### src/rtl/frame_serializer_if.sv
// Handshake bundle between the interleaver (parallel load side) and the
// serial channel side of the frame serializer.
interface frame_serializer_if #(parameter int FRAME_LEN = 35);
  logic                 en;
  logic [FRAME_LEN-1:0] data_i;
  logic                 ready_o;
  logic                 bit_ready;
  logic                 bit_o;
  logic                 bit_valid;
  logic                 sof;
  logic                 eof;
  logic                 ovf;

  modport master (output en, data_i, bit_ready,
                  input  ready_o, bit_o, bit_valid, sof, eof, ovf);
  modport slave  (input  en, data_i, bit_ready,
                  output ready_o, bit_o, bit_valid, sof, eof, ovf);
endinterface

### src/rtl/frame_serializer.sv
// Latches one interleaved frame and shifts it out LSB first over a valid/ready
// serial link; flags first/last bits and records frames dropped on overflow.
module frame_serializer #(
  parameter int n          = 7,
  parameter int symbol_num = 5
) (
  input  logic clk,
  input  logic rst,
  frame_serializer_if.slave bus
);
  localparam int FRAME_LEN = n * symbol_num;
  localparam int CW        = $clog2(FRAME_LEN);
  localparam logic [CW-1:0] LAST = CW'(FRAME_LEN - 1);

  typedef enum logic {IDLE, SHIFT} state_t;

  state_t               state, state_nxt;
  logic [FRAME_LEN-1:0] shift_reg;
  logic [CW-1:0]        count;
  logic                 ovf_r;
  logic                 ready, valid, last, xfer, accept;

  assign last   = (count == LAST);
  assign xfer   = (state == SHIFT) && bus.bit_ready;
  assign accept = bus.en && ready;

  always_ff @(posedge clk or posedge rst) begin
    if (rst) state <= IDLE;
    else     state <= state_nxt;
  end

  // ready opens on the eof transfer so the next frame follows with no gap
  always_comb begin
    state_nxt = state;
    ready     = 1'b0;
    valid     = 1'b0;
    case (state)
      IDLE: begin
        ready = 1'b1;
        if (bus.en) state_nxt = SHIFT;
      end
      SHIFT: begin
        valid = 1'b1;
        if (bus.bit_ready && last) begin
          ready = 1'b1;
          if (!bus.en) state_nxt = IDLE;
        end
      end
      default: state_nxt = IDLE;
    endcase
  end

  always_ff @(posedge clk or posedge rst) begin
    if (rst) begin
      shift_reg <= '0;
      count     <= '0;
      ovf_r     <= 1'b0;
    end else begin
      if (accept) begin
        shift_reg <= bus.data_i;
        count     <= '0;
      end else if (xfer && last) begin
        // clear on frame end so an idle line shows no stale data
        shift_reg <= '0;
        count     <= '0;
      end else if (xfer) begin
        shift_reg <= shift_reg >> 1;
        count     <= count + 1'b1;
      end
      if (bus.en && !ready) ovf_r <= 1'b1;
    end
  end

  // held low during reset so every output reads 0 while rst is asserted
  assign bus.ready_o   = ready && !rst;
  assign bus.bit_valid = valid;
  assign bus.bit_o     = shift_reg[0];
  assign bus.sof       = valid && (count == '0);
  assign bus.eof       = valid && last;
  assign bus.ovf       = ovf_r;
endmodule
### src/flat_wrapper.sv
// flat-port wrapper written by rule: the top's interface ports become plain ports
module frame_serializer_flat 
#(
  parameter int n          = 7,
  parameter int symbol_num = 5
)
  (clk, rst, bus_en, bus_data_i, bus_bit_ready, bus_ready_o, bus_bit_o, bus_bit_valid, bus_sof, bus_eof, bus_ovf);
  frame_serializer_if bus_i ();
  input  logic clk;
  input  logic rst;
  input wire logic [$bits(bus_i.en)-1:0] bus_en;
  input wire logic [$bits(bus_i.data_i)-1:0] bus_data_i;
  input wire logic [$bits(bus_i.bit_ready)-1:0] bus_bit_ready;
  output wire logic [$bits(bus_i.ready_o)-1:0] bus_ready_o;
  output wire logic [$bits(bus_i.bit_o)-1:0] bus_bit_o;
  output wire logic [$bits(bus_i.bit_valid)-1:0] bus_bit_valid;
  output wire logic [$bits(bus_i.sof)-1:0] bus_sof;
  output wire logic [$bits(bus_i.eof)-1:0] bus_eof;
  output wire logic [$bits(bus_i.ovf)-1:0] bus_ovf;
  assign bus_i.en = bus_en;
  assign bus_i.data_i = bus_data_i;
  assign bus_i.bit_ready = bus_bit_ready;
  assign bus_ready_o = bus_i.ready_o;
  assign bus_bit_o = bus_i.bit_o;
  assign bus_bit_valid = bus_i.bit_valid;
  assign bus_sof = bus_i.sof;
  assign bus_eof = bus_i.eof;
  assign bus_ovf = bus_i.ovf;
  frame_serializer #(.n(n), .symbol_num(symbol_num)) u_core (.clk(clk), .rst(rst), .bus(bus_i));
endmodule
### config.mk
export PLATFORM = sky130hd
export DESIGN_NAME = frame_serializer_flat
export DESIGN_NICKNAME = d
export VERILOG_FILES = /design/src/rtl/frame_serializer_if.sv /design/src/rtl/frame_serializer.sv /design/src/flat_wrapper.sv
export SDC_FILE = /design/constraint.sdc
export NUM_CORES = 1
export LEC_CHECK = 0
export BUFFER_PORTS_ARGS = -buffer_cell sky130_fd_sc_hd__buf_2
export CAP_MARGIN = 30
export CORE_AREA = 2 2 79 81
export CTS_CLUSTER_DIAMETER = 40
export DETAILED_ROUTE_END_ITERATION = 10
export DIE_AREA = 0 0 81 83
export PLACE_DENSITY = 0.5
export SYNTH_ARGS = -nofsm -noshare
export SYNTH_HDL_FRONTEND = slang
export SYNTH_SLANG_ARGS = --single-unit
### constraint.sdc
create_clock -name clk -period 1.8 [get_ports clk]
set_input_delay 0.09 -clock clk [delete_from_list [all_inputs] [get_ports clk]]
set_output_delay 0.09 -clock clk [all_outputs]
set_load 0.005 [all_outputs]
==> metrics.txt, run 1 <==
total CTS buffers=5; mux cell area share after synthesis=1.07%; die width=81 um; worst-path cell chain=inv_1 > ha_1 > and2_1 > a31oi_1 > nor2_1 > buf_2; Max Slew Vio Count=0; combinational share of power=25.6%; DR WL/cell=15.6 um; Routed WL=4490 um; initial DRC count=109; ANT nets after route=0; switching fraction of total power=between 20 and 30%; Setup TNS Final=0 ns; status=finished clean; fin nets=255; critical path arrival=1.59 ns; switching pwr=0.000883 W; Max VDD drop=0.493 mV; Pwr per Cell Area=1270 nW/um2; DRC viols=0; antenna violations before repair=0; Slowest-stage cell, CP=dfrtp_1; Ant. Diodes=0; Pint=~0.0022 W; port buffer count=44; Compound-Gate Fraction of Synth Area=22.5%; clock buffer depth=2; Clock Skew=0.00384 ns; Min-Delay Path Class=input pin to register; Worst Max-Slew Pin Slew=a little under 0.6 ns; XOR/XNOR Fraction of Synth Area=0%; CTS Root Buffer Type=clkbuf_8; largest net degree at the start of global routing=37; gr ovfl total=0; Layout Utilization=41.8%; H-tree depth=2; FMAX=596 MHz; DP HPWL=just under 3000 um; Clock Pin Slew Worst Setup and Hold Paths=0.08 ns; Synthesis Warnings=0; Area Overhead vs Synth=22.4%; Die Height=83 um; row count=28; GRT Total Usage=14.4%; RSZ-0062 raised after global routing=no; initial core utilization=34.1%; Flop pwr share=50.7%; most common cell after layout, fill and taps aside=buf_2; Via Count=1,552; Syn Inst Count=165; fillers=579; Seq/Total Area, Yosys=54.2%; synthesized area=between 1500 and 2000 um2; Clock power frac=23.7%; Worst Setup Start Kind=register; final period utilization=93.2%; Final Critical Period=about 1.7 ns; #FFs+latches synth=43; share of post-route cells with drive strength above 1=29.6%; GP Congestion=0.834; leakage power=~1.2 nW; Crit. End Element=output port; Ports=45; core outline area=5820 um2; Clock Latency Late Sink=0.29 ns; crit-path max cell delay=approximately 0.37 ns; drt pass-1 iters=4; vias in the first global route=about 1.6k; Worst Path Required=1.71 ns; headroom to the max-slew limit=about three fifths; largest family of logic cells by synthesized area=compound AO/OA/AOI/OAI gates; number of gates resized after cts=0; Mapped Nets=207; simple-gate share of the synthesized area=16.1%; Final Hold Fails=0; die area=6720 um2; Max Cap Viol=0; WS Path Type=register to output port; Distinct cells, synth=28; Post-CTS Setup Inserts=0; post-synthesis adder-cell area fraction=1.89%; global-route wire length before repair=7580 um; CP Max Fanout=3; Clock Sinks=43; Final Setup Violations=0; max reg flops=35; most frequent cells in the layout=buf_2 (44), dfrtp_1 (43), and2_1 (35); vias per std cell=approximately 5.4; CTS Hold Bufs=1; mean area per synthesized cell=12.0 um2; CTS tree=built
## worst max-delay path, delay by kind of cell (launching register included)
kind,cells,cell delay [ns]
AND/OR/NAND/NOR,2,0.25
buffers and inverters,2,0.20
adder cells (fa/ha/maj),1,0.23
AO/OA/AOI/OAI,1,0.25
flip-flops,1,0.37
## power groups by stage
stage / Combinational [W] / Sequential [W] / Clock [W]
4_1_cts: 0.000803 / 0.00155 / 0.000756
6_report: 0.000788 / 0.00156 / 0.000730
2_1_floorplan: 0.000610 / 0.00149 / 0
3_5_place_dp: 0.000793 / 0.00156 / 0
5_1_grt: 0.000881 / 0.00160 / 0.000811
3_3_place_gp: 0.000760 / 0.00156 / 0
## area by class of cell
type	count	area, um2	area share [%]
clock buffers	6	72.6	2.99
repair buffers	51	300	12.4
clock inverters	1	30.0	1.24
inverters	5	18.8	0.773
multi-input cells	107	837	34.5
well taps	75	93.8	3.86
flip-flops and latches	43	1080	44.3
## cells by family after synthesis
| logic type | Yosys count |
|---|---|
| AOI/OAI and AO/OA | 49 |
| adders and majority gates | 3 |
| buffers and inverters | 15 |
| DFF | 43 |
| muxes | 2 |
| and+or+nand+nor | 53 |
## Yosys cell counts
cell type / count / area [um2]
nand2b_1: 1 / 6.26
a21oi_2: 1 / 8.76
buf_6: 3 / 33.8
or3_4: 1 / 11.3
o21ai_0: 3 / 15.0
nor2_1: 1 / 3.75
nand2_1: 4 / 15.0
a22o_1: 2 / 17.5
nor3_1: 3 / 15.0
nand3_1: 2 / 10.0
and2_1: 35 / 219
buf_2: 4 / 20.0
mux2i_1: 1 / 10.0
nand4_1: 1 / 6.26
a21oi_1: 4 / 20.0
clkbuf_1: 3 / 11.3
ha_1: 3 / 37.5
or3_1: 3 / 18.8
o31ai_1: 2 / 15.0
or2_2: 1 / 6.26
a31oi_1: 1 / 6.26
mux2_2: 1 / 11.3
a221o_1: 34 / 340
or4_1: 1 / 7.51
dfrtp_1: 43 / 1080
inv_1: 5 / 18.8
a21o_1: 1 / 7.51
o21ai_4: 1 / 16.3
## stage by stage
| step | hold WS, ns | cell area, um2 | setup WS (ns) | total power [W] | instances |
|---|---|---|---|---|---|
| 6_report | 0.0143 | 2430 | 0.123 | 0.00308 | 288 |
| 5_1_grt | 0.00873 | 2430 | 0.00417 | 0.00329 | 288 |
| 4_1_cts | 0.00757 | 2430 | 0.101 | 0.00311 | 288 |
| 3_5_place_dp | 0.209 | 2320 | 0.162 | 0.00235 | 280 |
| 3_3_place_gp | 0.188 | 2320 | 0.236 | 0.00232 | 280 |
| 2_1_floorplan | 0.202 | 1980 | 0.261 | 0.00210 | 165 |
## layer usage
metal | vias up | share of wire (%) | routed length [um] | track usage, %
li1 | 716 | - | - | -
met1 | 781 | 47 | 2110 | 18.5
met2 | 49 | 46 | 2060 | 22.6
met3 | 6 | 5.9 | 266 | 5.22
met4 | 0 | 1.2 | 54 | 4.16
met5 | - | 0 | 0 | 0
## path summary, 6_finish.rpt
check                                startpoint                   end  slack (ns)  cells after the start
min in group asynchronous                   rst       u_core.count[5]        0.41                      3
worst min-delay path             bus_data_i[34]  u_core.shift_reg[34]        0.01                      2
worst max register to register  u_core.count[0]   u_core.shift_reg[9]        0.15                      6
worst min register to register   u_core.bus.ovf        u_core.bus.ovf        0.47                      1
max in group asynchronous                   rst   u_core.shift_reg[3]        0.74                      4
worst max-delay path            u_core.count[0]           bus_ready_o        0.12                      6
(Power assumes the default switching activity.)
==> inputs of run 2 (changes only) <==
==> constraint.sdc (replaced) <==
create_clock -name clk -period 1.8 [get_ports clk]
set_input_delay 0 -clock clk [delete_from_list [all_inputs] [get_ports clk]]
set_output_delay 0 -clock clk [all_outputs]
set_load 0.005 [all_outputs]
==> run 2 against run 1 <==
Die area unchanged. Sequential power barely moved. First-iteration DRC count grew 24%. Wire length up 6.3%. Clock skew increased by 0.0041 ns. Clock-buffer cell count up 1. Sequential cell count unchanged. Global-route usage rose by 0.89 points. Core utilization rose by 6.0 points. Non-clock buffer count is 37 higher. Fmax up 0.88%. Total power down 2.3%.
==> metrics.txt, run 2 (synthesis results as in run 1) <==
status=finished clean; hold wc startpoint=bus_bit_ready; CP bufs+invs=2 (unchanged); Post-CTS Setup Inserts=0 (unchanged); Max Slew Vio Count=0 (unchanged); Worst R2R Start=u_core.count[0]; gr ovfl total=0 (unchanged); Crit path max-delay family=compound AO/OA/AOI/OAI gates; Slowest-stage cell, CP=dfrtp_1; worst-path cell chain=inv_1 > ha_1 > and2_1 > a21oi_2 > buf_12 > a221o_1; CTS Hold Bufs=37 (+36); GP Congestion=0.769 (-7.8%); most common cell after layout, fill and taps aside=buf_2; Final Setup Violations=0 (unchanged); vias in the first global route=1,805 (+12%); port buffer count=44 (unchanged); initial core utilization=34.1% (unchanged); total CTS buffers=5 (unchanged); DRC viols=0 (unchanged); die area=6720 um2 (unchanged); Worst Path Required=1.97 ns (+0.26 ns); Clock Pin Slew Worst Setup and Hold Paths=0.08 ns (about the same); Worst Setup Start Kind=register; Ports=45 (unchanged); crit-path max cell delay=0.40 ns (+0.03 ns); FMAX=601 MHz (+0.88%); critical path arrival=1.83 ns (+0.24 ns); Max Cap Viol=0 (unchanged); headroom to the max-slew limit=76.9% (+17 points); largest net degree at the start of global routing=37 (unchanged); initial DRC count=135 (+24%); CTS tree=built; Final Critical Period=1.66 ns (-0.0147 ns); share of post-route cells with drive strength above 1=25.5% (-4.1 points); core outline area=5820 um2 (unchanged); Pwr per Cell Area=1080 nW/um2 (-14%); Clock Sinks=43 (unchanged); H-tree depth=2 (unchanged); Min-Delay Path Class=input pin to register; WS Path Type=register to register; drt pass-1 iters=4 (unchanged); DR WL/cell=14.6 um (-6.1%); DP HPWL=3030 um (+4.5%); global-route wire length before repair=8130 um (+7.2%); vias per std cell=5.14 (-4.7%); Clock Skew=0.00791 ns (+0.00407 ns); Crit. End Element=register; Clock Latency Late Sink=0.29 ns (about the same); clock buffer depth=2 (unchanged); Final Hold Fails=0 (unchanged); Final Power=0.00301 W (-2.3%); RSZ-0062 raised after global routing=no; Area Overhead vs Synth=39.8%; Max VDD drop=0.465 mV (-5.7%); Worst Max-Slew Pin Slew=0.346 ns (-0.248 ns); CP Max Fanout=36 (+33); final period utilization=92.4% (-0.81 points); Routed WL=4770 um (+6.3%); CTS Root Buffer Type=clkbuf_8; Setup TNS Final=0 ns (unchanged); GRT Total Usage=15.3% (+0.89 points); leakage power=1.32 nW (+12%); row count=28 (unchanged); crit path launch=u_core.count[0]; max reg flops=35 (unchanged); fin nets=292 (+15%); most frequent cells in the layout=buf_2 (44), dfrtp_1 (43), dlygate4sd3_1 (37); Via Count=1,675 (+7.9%); Die Height=83 um (unchanged); die width=81 um (unchanged); number of gates resized after cts=0 (unchanged); Ant. Diodes=0 (unchanged); antenna violations before repair=0 (unchanged); ANT nets after route=0 (unchanged)
-- run 2: cell count changes in the layout (fill, tap and decap cells not counted), sizes merged --
| cell | delta |
|---|---|
| clkbuf | +1 |
| dlygate4sd3 | +36 |
| bufinv | -1 |
| buf | +1 |
| clkinv | +1 |
-- run 2: worst paths after layout --
check	end	slack [ns]	depth (start not counted)
min in group asynchronous	u_core.bus.ovf	0.22	3
max in group asynchronous	u_core.shift_reg[27]	1.05	4
worst min-delay path	u_core.bus.ovf	0.17	3
worst max register to register	u_core.shift_reg[11]	0.14	6
worst max-delay path	u_core.shift_reg[11]	0.14	6
worst min register to register	u_core.bus.ovf	0.46	1
-- run 2: tightest hold or removal path: stages --
cell	delay, ns
buf_2	0.13
a31oi_1	0.12
a21o_1	0.17
-- run 2: through the flow --
| stage | hold WS [ns] | setup WS (ns) | instance area (um2) | utilization (%) | instances |
|---|---|---|---|---|---|
| 2_1_floorplan | 0.0311 | 0.261 | 1980 | - | 165 |
| 3_3_place_gp | -0.00965 | 0.233 | 2320 | 40.0 | 281 |
| 3_5_place_dp | -0.00312 | 0.169 | 2320 | 40.0 | 281 |
| 4_1_cts | 0.152 | 0.141 | 2780 | 47.7 | 326 |
| 5_1_grt | 0.186 | 0.0531 | 2780 | 47.7 | 326 |
| 6_report | 0.167 | 0.137 | 2780 | 47.7 | 326 |
-- run 2: cell type report --
class	count	area, um2
Fill cell	554	3040
Sequential cell	43	1080
Multi-Input combinational cell	107	837
Timing Repair Buffer	88	668
Tap cell	75	93.8
Clock buffer	7	76.3
Inverter	5	18.8
Clock inverter	1	5.00
-- run 2: power breakdown --
group | switching, W | internal (W) | total (W)
logic | 0.000340 | 0.000515 | 0.000855
registers | 0.000241 | 0.00133 | 0.00157
clock network | 0.000315 | 0.000273 | 0.000587
total | 0.000895 | 0.00211 | 0.00301
-- run 2: metal layers --
| layer | part of all wire [%] | wire, um | global-route usage [%] | vias up |
|---|---|---|---|---|
| li1 | - | - | - | 790 |
| met4 | 0.92 | 44 | 4.62 | 0 |
| met1 | 47 | 2250 | 20.1 | 837 |
| met5 | 0 | 0 | 0 | - |
| met2 | 47 | 2260 | 24.9 | 43 |
| met3 | 4.5 | 216 | 3.48 | 5 |
